<file path="config.mk">
export PLATFORM = sky130hd
export DESIGN_NAME = ddr_req_arbiter
export DESIGN_NICKNAME = d
export VERILOG_FILES = /design/src/rtl/ddr_req_arbiter.sv
export SDC_FILE = /design/constraint.sdc
export NUM_CORES = 1
export LEC_CHECK = 0
export BUFFER_PORTS_ARGS = -buffer_cell sky130_fd_sc_hd__buf_2
export CAP_MARGIN = 20
export CORE_AREA = 2 2 73 75
export DETAILED_ROUTE_END_ITERATION = 8
export DIE_AREA = 0 0 75 77
export PLACE_DENSITY = 0.89
export SYNTH_ARGS = -nofsm -noshare
export SYNTH_HDL_FRONTEND = slang
export SYNTH_SLANG_ARGS = --single-unit
</file>
<file path="constraint.sdc">
create_clock -name clk_i -period 3.2 [get_ports clk_i]
set_input_delay 0.32 -clock clk_i [delete_from_list [all_inputs] [get_ports clk_i]]
set_output_delay 0.32 -clock clk_i [all_outputs]
set_load 0.02 [all_outputs]
</file>
<file path="src/rtl/ddr_req_arbiter.sv">
// Two-port round-robin arbiter in front of a DDR controller command port.
// It grants one request at a time, strobes the command and tracks the busy/done handshake with timeouts.
module ddr_req_arbiter #(
  parameter int unsigned BUSY_WAIT   = 4,
  parameter int unsigned TIMEOUT_CYC = 1023
) (
  input  logic        clk_i,
  input  logic        rst_ni,
  input  logic        req0_i,
  input  logic        req1_i,
  input  logic        wr0_i,
  input  logic        wr1_i,
  input  logic [12:0] row0_i,
  input  logic [12:0] row1_i,
  input  logic [1:0]  ba0_i,
  input  logic [1:0]  ba1_i,
  input  logic [9:0]  col0_i,
  input  logic [9:0]  col1_i,
  input  logic        init_done_i,
  input  logic        ctrl_busy_i,
  input  logic        data_out_rdy_i,
  output logic        gnt0_o,
  output logic        gnt1_o,
  output logic        done0_o,
  output logic        done1_o,
  output logic        rd_valid0_o,
  output logic        rd_valid1_o,
  output logic        err_o,
  output logic        arb_busy_o,
  output logic        addr_strobe_o,
  output logic        rd_wr_req_o,
  output logic [12:0] sys_addr_row_o,
  output logic [1:0]  sys_ba_o,
  output logic [9:0]  sys_addr_col_o
);

  localparam int unsigned ACK_W  = (BUSY_WAIT   > 0) ? $clog2(BUSY_WAIT + 1)   : 1;
  localparam int unsigned DONE_W = (TIMEOUT_CYC > 0) ? $clog2(TIMEOUT_CYC + 1) : 1;
  localparam logic [ACK_W-1:0]  ACK_LIM  = ACK_W'(BUSY_WAIT);
  localparam logic [DONE_W-1:0] DONE_LIM = DONE_W'(TIMEOUT_CYC);

  typedef enum logic [1:0] {IDLE, ISSUE, WAIT_ACK, WAIT_DONE} state_e;

  state_e             state_q, state_d;
  logic [ACK_W-1:0]   ack_cnt_q, ack_cnt_d, ack_inc;
  logic [DONE_W-1:0]  done_cnt_q, done_cnt_d, done_inc;
  // The last granted port is also the owner of the transaction in flight.
  logic               last_grant_q, last_grant_d;

  logic grant_vld, winner, ack_to, done_ok, done_to;

  logic        gnt0_q, gnt0_d, gnt1_q, gnt1_d;
  logic        done0_q, done0_d, done1_q, done1_d;
  logic        rd_valid0_q, rd_valid0_d, rd_valid1_q, rd_valid1_d;
  logic        err_q, err_d, arb_busy_q, arb_busy_d, addr_strobe_q, addr_strobe_d;
  logic        rd_wr_req_q, rd_wr_req_d;
  logic [12:0] row_q, row_d;
  logic [1:0]  ba_q, ba_d;
  logic [9:0]  col_q, col_d;

  assign ack_inc  = (ack_cnt_q  == ACK_LIM)  ? ack_cnt_q  : ack_cnt_q  + ACK_W'(1);
  assign done_inc = (done_cnt_q == DONE_LIM) ? done_cnt_q : done_cnt_q + DONE_W'(1);

  always_ff @(posedge clk_i or negedge rst_ni) begin
    if (!rst_ni) begin
      state_q       <= IDLE;
      ack_cnt_q     <= '0;
      done_cnt_q    <= '0;
      last_grant_q  <= 1'b1;
      gnt0_q        <= 1'b0;
      gnt1_q        <= 1'b0;
      done0_q       <= 1'b0;
      done1_q       <= 1'b0;
      rd_valid0_q   <= 1'b0;
      rd_valid1_q   <= 1'b0;
      err_q         <= 1'b0;
      arb_busy_q    <= 1'b0;
      addr_strobe_q <= 1'b0;
      rd_wr_req_q   <= 1'b0;
      row_q         <= '0;
      ba_q          <= '0;
      col_q         <= '0;
    end else begin
      state_q       <= state_d;
      ack_cnt_q     <= ack_cnt_d;
      done_cnt_q    <= done_cnt_d;
      last_grant_q  <= last_grant_d;
      gnt0_q        <= gnt0_d;
      gnt1_q        <= gnt1_d;
      done0_q       <= done0_d;
      done1_q       <= done1_d;
      rd_valid0_q   <= rd_valid0_d;
      rd_valid1_q   <= rd_valid1_d;
      err_q         <= err_d;
      arb_busy_q    <= arb_busy_d;
      addr_strobe_q <= addr_strobe_d;
      rd_wr_req_q   <= rd_wr_req_d;
      row_q         <= row_d;
      ba_q          <= ba_d;
      col_q         <= col_d;
    end
  end

  always_comb begin
    state_d    = state_q;
    ack_cnt_d  = ack_cnt_q;
    done_cnt_d = done_cnt_q;
    grant_vld  = 1'b0;
    winner     = 1'b0;
    ack_to     = 1'b0;
    done_ok    = 1'b0;
    done_to    = 1'b0;
    unique case (state_q)
      IDLE: begin
        if (init_done_i && !ctrl_busy_i && (req0_i || req1_i)) begin
          grant_vld = 1'b1;
          winner    = (req0_i && req1_i) ? ~last_grant_q : req1_i;
          state_d   = ISSUE;
        end
      end
      ISSUE: begin
        state_d   = WAIT_ACK;
        ack_cnt_d = '0;
      end
      WAIT_ACK: begin
        if (ctrl_busy_i) begin
          state_d    = WAIT_DONE;
          done_cnt_d = '0;
        end else begin
          ack_cnt_d = ack_inc;
          if (ack_inc == ACK_LIM) begin
            ack_to  = 1'b1;
            state_d = IDLE;
          end
        end
      end
      WAIT_DONE: begin
        if (!ctrl_busy_i) begin
          done_ok = 1'b1;
          state_d = IDLE;
        end else begin
          done_cnt_d = done_inc;
          if (done_inc == DONE_LIM) begin
            done_to = 1'b1;
            state_d = IDLE;
          end
        end
      end
      default: state_d = IDLE;
    endcase
  end

  always_comb begin
    last_grant_d  = grant_vld ? winner : last_grant_q;
    gnt0_d        = grant_vld && !winner;
    gnt1_d        = grant_vld &&  winner;
    addr_strobe_d = grant_vld;
    done0_d       = done_ok && !last_grant_q;
    done1_d       = done_ok &&  last_grant_q;
    err_d         = ack_to || done_to;
    arb_busy_d    = (state_d != IDLE);
    rd_valid0_d   = data_out_rdy_i && !rd_wr_req_q && !last_grant_q &&
                    ((state_q == WAIT_ACK) || (state_q == WAIT_DONE));
    rd_valid1_d   = data_out_rdy_i && !rd_wr_req_q &&  last_grant_q &&
                    ((state_q == WAIT_ACK) || (state_q == WAIT_DONE));
    rd_wr_req_d   = rd_wr_req_q;
    row_d         = row_q;
    ba_d          = ba_q;
    col_d         = col_q;
    if (grant_vld) begin
      rd_wr_req_d = winner ? wr1_i  : wr0_i;
      row_d       = winner ? row1_i : row0_i;
      ba_d        = winner ? ba1_i  : ba0_i;
      col_d       = winner ? col1_i : col0_i;
    end
  end

  assign gnt0_o         = gnt0_q;
  assign gnt1_o         = gnt1_q;
  assign done0_o        = done0_q;
  assign done1_o        = done1_q;
  assign rd_valid0_o    = rd_valid0_q;
  assign rd_valid1_o    = rd_valid1_q;
  assign err_o          = err_q;
  assign arb_busy_o     = arb_busy_q;
  assign addr_strobe_o  = addr_strobe_q;
  assign rd_wr_req_o    = rd_wr_req_q;
  assign sys_addr_row_o = row_q;
  assign sys_ba_o       = ba_q;
  assign sys_addr_col_o = col_q;

endmodule

</file>
==> summary.txt <==
STA
  • Slew Viols, Final: 0
  • Post-route setup TNS: 0 ns
  • Fin. Hold Viols: 0
  • Slew @ Worst Pin: 0.667 ns
  • Unrepaired setup endpoints after global routing: false
  • Setup violation total in the final timing report: 0
  • Fmax: 0.439 GHz
  • Final period util: 71.3%
  • Tmin final: 2.28 ns
  • Slew margin rel.: 55.4%
  • Worst Clk Skew: 0.00326 ns

Logic synthesis
  • Post-synth net total: 332
  • Top FF cell, synth: dfrtp_1
  • Synth area leader: dfrtp_1
  • Mapped Cells: 270
  • Mapped cell area: approximately 0.0026 mm^2
  • Post-synth top cells: dfrtp_1, a21oi_1, nor2_1
  • Yosys warns: 0
  • Most frequent cell after synthesis: dfrtp_1
  • Post-synth EDFFs: 0
  • Register area share after synthesis: 48.4%
  • Post-synthesis async set-or-reset flop share: 100%
  • #FFs+latches synth: 51
  • Share of Yosys cell area claimed by the top area cell type: 47.4%
  • Unique masters post-synth: roughly 50
  • Top area cells in the synthesized netlist: dfrtp_1, mux2i_1, a21oi_1
  • Syn_area_per_cell: around 10 um^2

Hold path
  • Hold Path End: done1_o
  • WHS Path Cells: 2
  • Min-delay worst type: input port to flip-flop
  • Hold wc startpoint: ctrl_busy_i

Floorplanning
  • Rows: 26
  • Die width: ~75 um
  • Die Span Y: 77 um
  • Starting Density: 53.0%
  • Overall die area: between 0.005 and 0.006 mm^2
  • Ports: between 90 and 100
  • Core area: 0.00498 mm^2

Layout
  • Share of layout cells above drive strength 1: 32.6%
  • Fillers: 354
  • FF+latch area: ~0.0013 mm^2
  • Area Growth Syn to Fin: 23.4%
  • Nets: 417
  • Multi-input logic area: 0.00123 mm^2
  • # diodes: 0

Clock tree
  • CTS tree: yes
  • Clk root buf: clkbuf_8
  • Clock tree buffer depth: 2
  • Post-CTS setup buffers: 0
  • Worst skew pair latency: 0.31 ns
  • CTS Buf Count: 5
  • Clock transition at the registers of the reported paths: 0.10 ns
  • H-tree Lvls: 2
  • CTS Sinks: 51

Global routing
  • First-pass GRT wire length: 10,400 um
  • GRT Util Overall: 22.7%
  • Initial antenna violation count: 0
  • Largest net degree at the start of global routing: 52
  • Number of global-route vias before repair: 2,240
  • Grt ovf: 0

Worst setup path
  • CP max-delay cell: dfrtp_1
  • R2R setup slack: 0.92 ns
  • Critical path capture point type: flip-flop
  • Worst r2r dst: state_q[1]
  • Kind of critical path: flip-flop to flip-flop
  • Sequence of cells on the critical path: ha_1 > nand4_1 > o21ai_0 > o2111ai_1 > nor4_2 > o221ai_1
  • CP Data Required Time: 3.37 ns
  • Reg2reg path depth: 6
  • Worst path max stage delay: 0.51 ns
  • Buffers & Inverters on Critical Path: 0
  • RR Startpoint: done_cnt_q[0]
  • CP Launch Type: flip-flop
  • CP arrival: 2.45 ns
  • Largest delay share family, worst path: simple AND/OR/NAND/NOR gates
  • Max FO, Critical Path: 10

Placement
  • Detailed Place HPWL: 4530 um
  • IO buf count: 93
  • RePlAce Congestion: 0.895

Drt
  • Post-DR wirelength/cell: ~15 um
  • Total Wirelength: 6300 um
  • DR vias: 2,324
  • Detailed Route Iter0 Violations: 229
  • DRT Pass-1 Iters: 4
  • Via density: 5.46
  • Post-route DRC: 0
  • Antenna-violating nets left: 0

Power and ir drop
  • PD cells: between 700 and 800 mW/mm^2
  • Maximum VDD drop: about 460 uV
  • P_leak: roughly 1.6 nW
  • Final Power: 0.00258 W

Flow run
  • MaxCap Viol Count: 0

Run status
  • Status: completed
report_power, final:
part           total (W)  internal (W)  switching [W]
combinational    0.00102      0.000398       0.000617
sequential       0.00108      0.000875       0.000209
clock           0.000482      0.000258       0.000224
state kept, by name (all words and copies together) (netlist names), 2 cells and up:
register / flops
sys_ba_o: 2
sys_addr_col_o: 10
ack_cnt_q: 3
done_cnt_q: 10
sys_addr_row_o: 13
state_q: 2
per-layer routing:
| layer | share of wire, % | GRT usage (%) |
|---|---|---|
| met1 | 43 | 33.0 |
| met4 | 1.4 | 5.18 |
| met2 | 50 | 35.2 |
| met5 | 0 | 0 |
| met3 | 6.4 | 4.20 |
worst register-to-register path, delay by kind of cell (launching register included):
kind                       cells  cell delay [ns]
AOI/OAI and AO/OA              3             0.60
adders and majority gates      1             0.36
DFF                            1             0.51
and+or+nand+nor                2             0.67
kinds of logic after synthesis:
kind of cell | Yosys count | synth area share, %
simple gates | 86 | 16.4
fa+ha+maj | 3 | 1.42
flops | 51 | 48.4
buf+inv | 26 | 5.59
mux | 29 | 11.1
compound gates | 75 | 17.1
cells in the final DEF (no fill, tap or decap), drive strengths merged, types with 3 or more instances in the layout:
cell    count
dfrtp      50
o211ai      4
nand3       5
nand2      16
and3        3
nand4       3
nor3        8
buf        98
o21ai      11
inv         6
clkbuf      6
mux2i      27
a21oi      40
and2        3
nor2       34
ha          3
worst max-delay path by stage:
stage,endpoint,from,cells past startpoint
after global placement,state_q[1],done_cnt_q[0],6
after floorplan,state_q[1],done_cnt_q[1],7
after global routing,state_q[1],done_cnt_q[0],6
after CTS,state_q[1],done_cnt_q[0],6
after detailed placement,state_q[1],done_cnt_q[0],6
final,state_q[1],done_cnt_q[0],6
timing repair:
item / 4_1_cts / 5_1_grt
hold buffers: 0 / 1
endpoints found under the hold margin: 0 / 9
resized for setup: 0 / 0
metrics by stage:
step | hold slack (ns) | instance area (um^2) | util, % | setup WS [ns] | cells
floorplan | 0.0244 | 2640 | - | 1.27 | 270
global placement | 0.496 | 3110 | 62.4 | 1.02 | 416
detailed placement | 0.514 | 3110 | 62.4 | 0.946 | 416
CTS | 0.264 | 3230 | 64.8 | 0.932 | 424
global route | 0.293 | 3260 | 65.4 | 0.689 | 426
finish | 0.276 | 3260 | 65.4 | 0.920 | 426
cell type report:
cell class                      count  area share [%]
Tap cell                           70            2.69
Inverter                            5           0.576
Sequential cell                    51            39.2
Clock inverter                      2            1.19
Multi-Input combinational cell    193            37.6
Clock buffer                        6            2.54
Timing Repair Buffer               99            16.1
No activity file was read; power rests on OpenSTA's default activity.
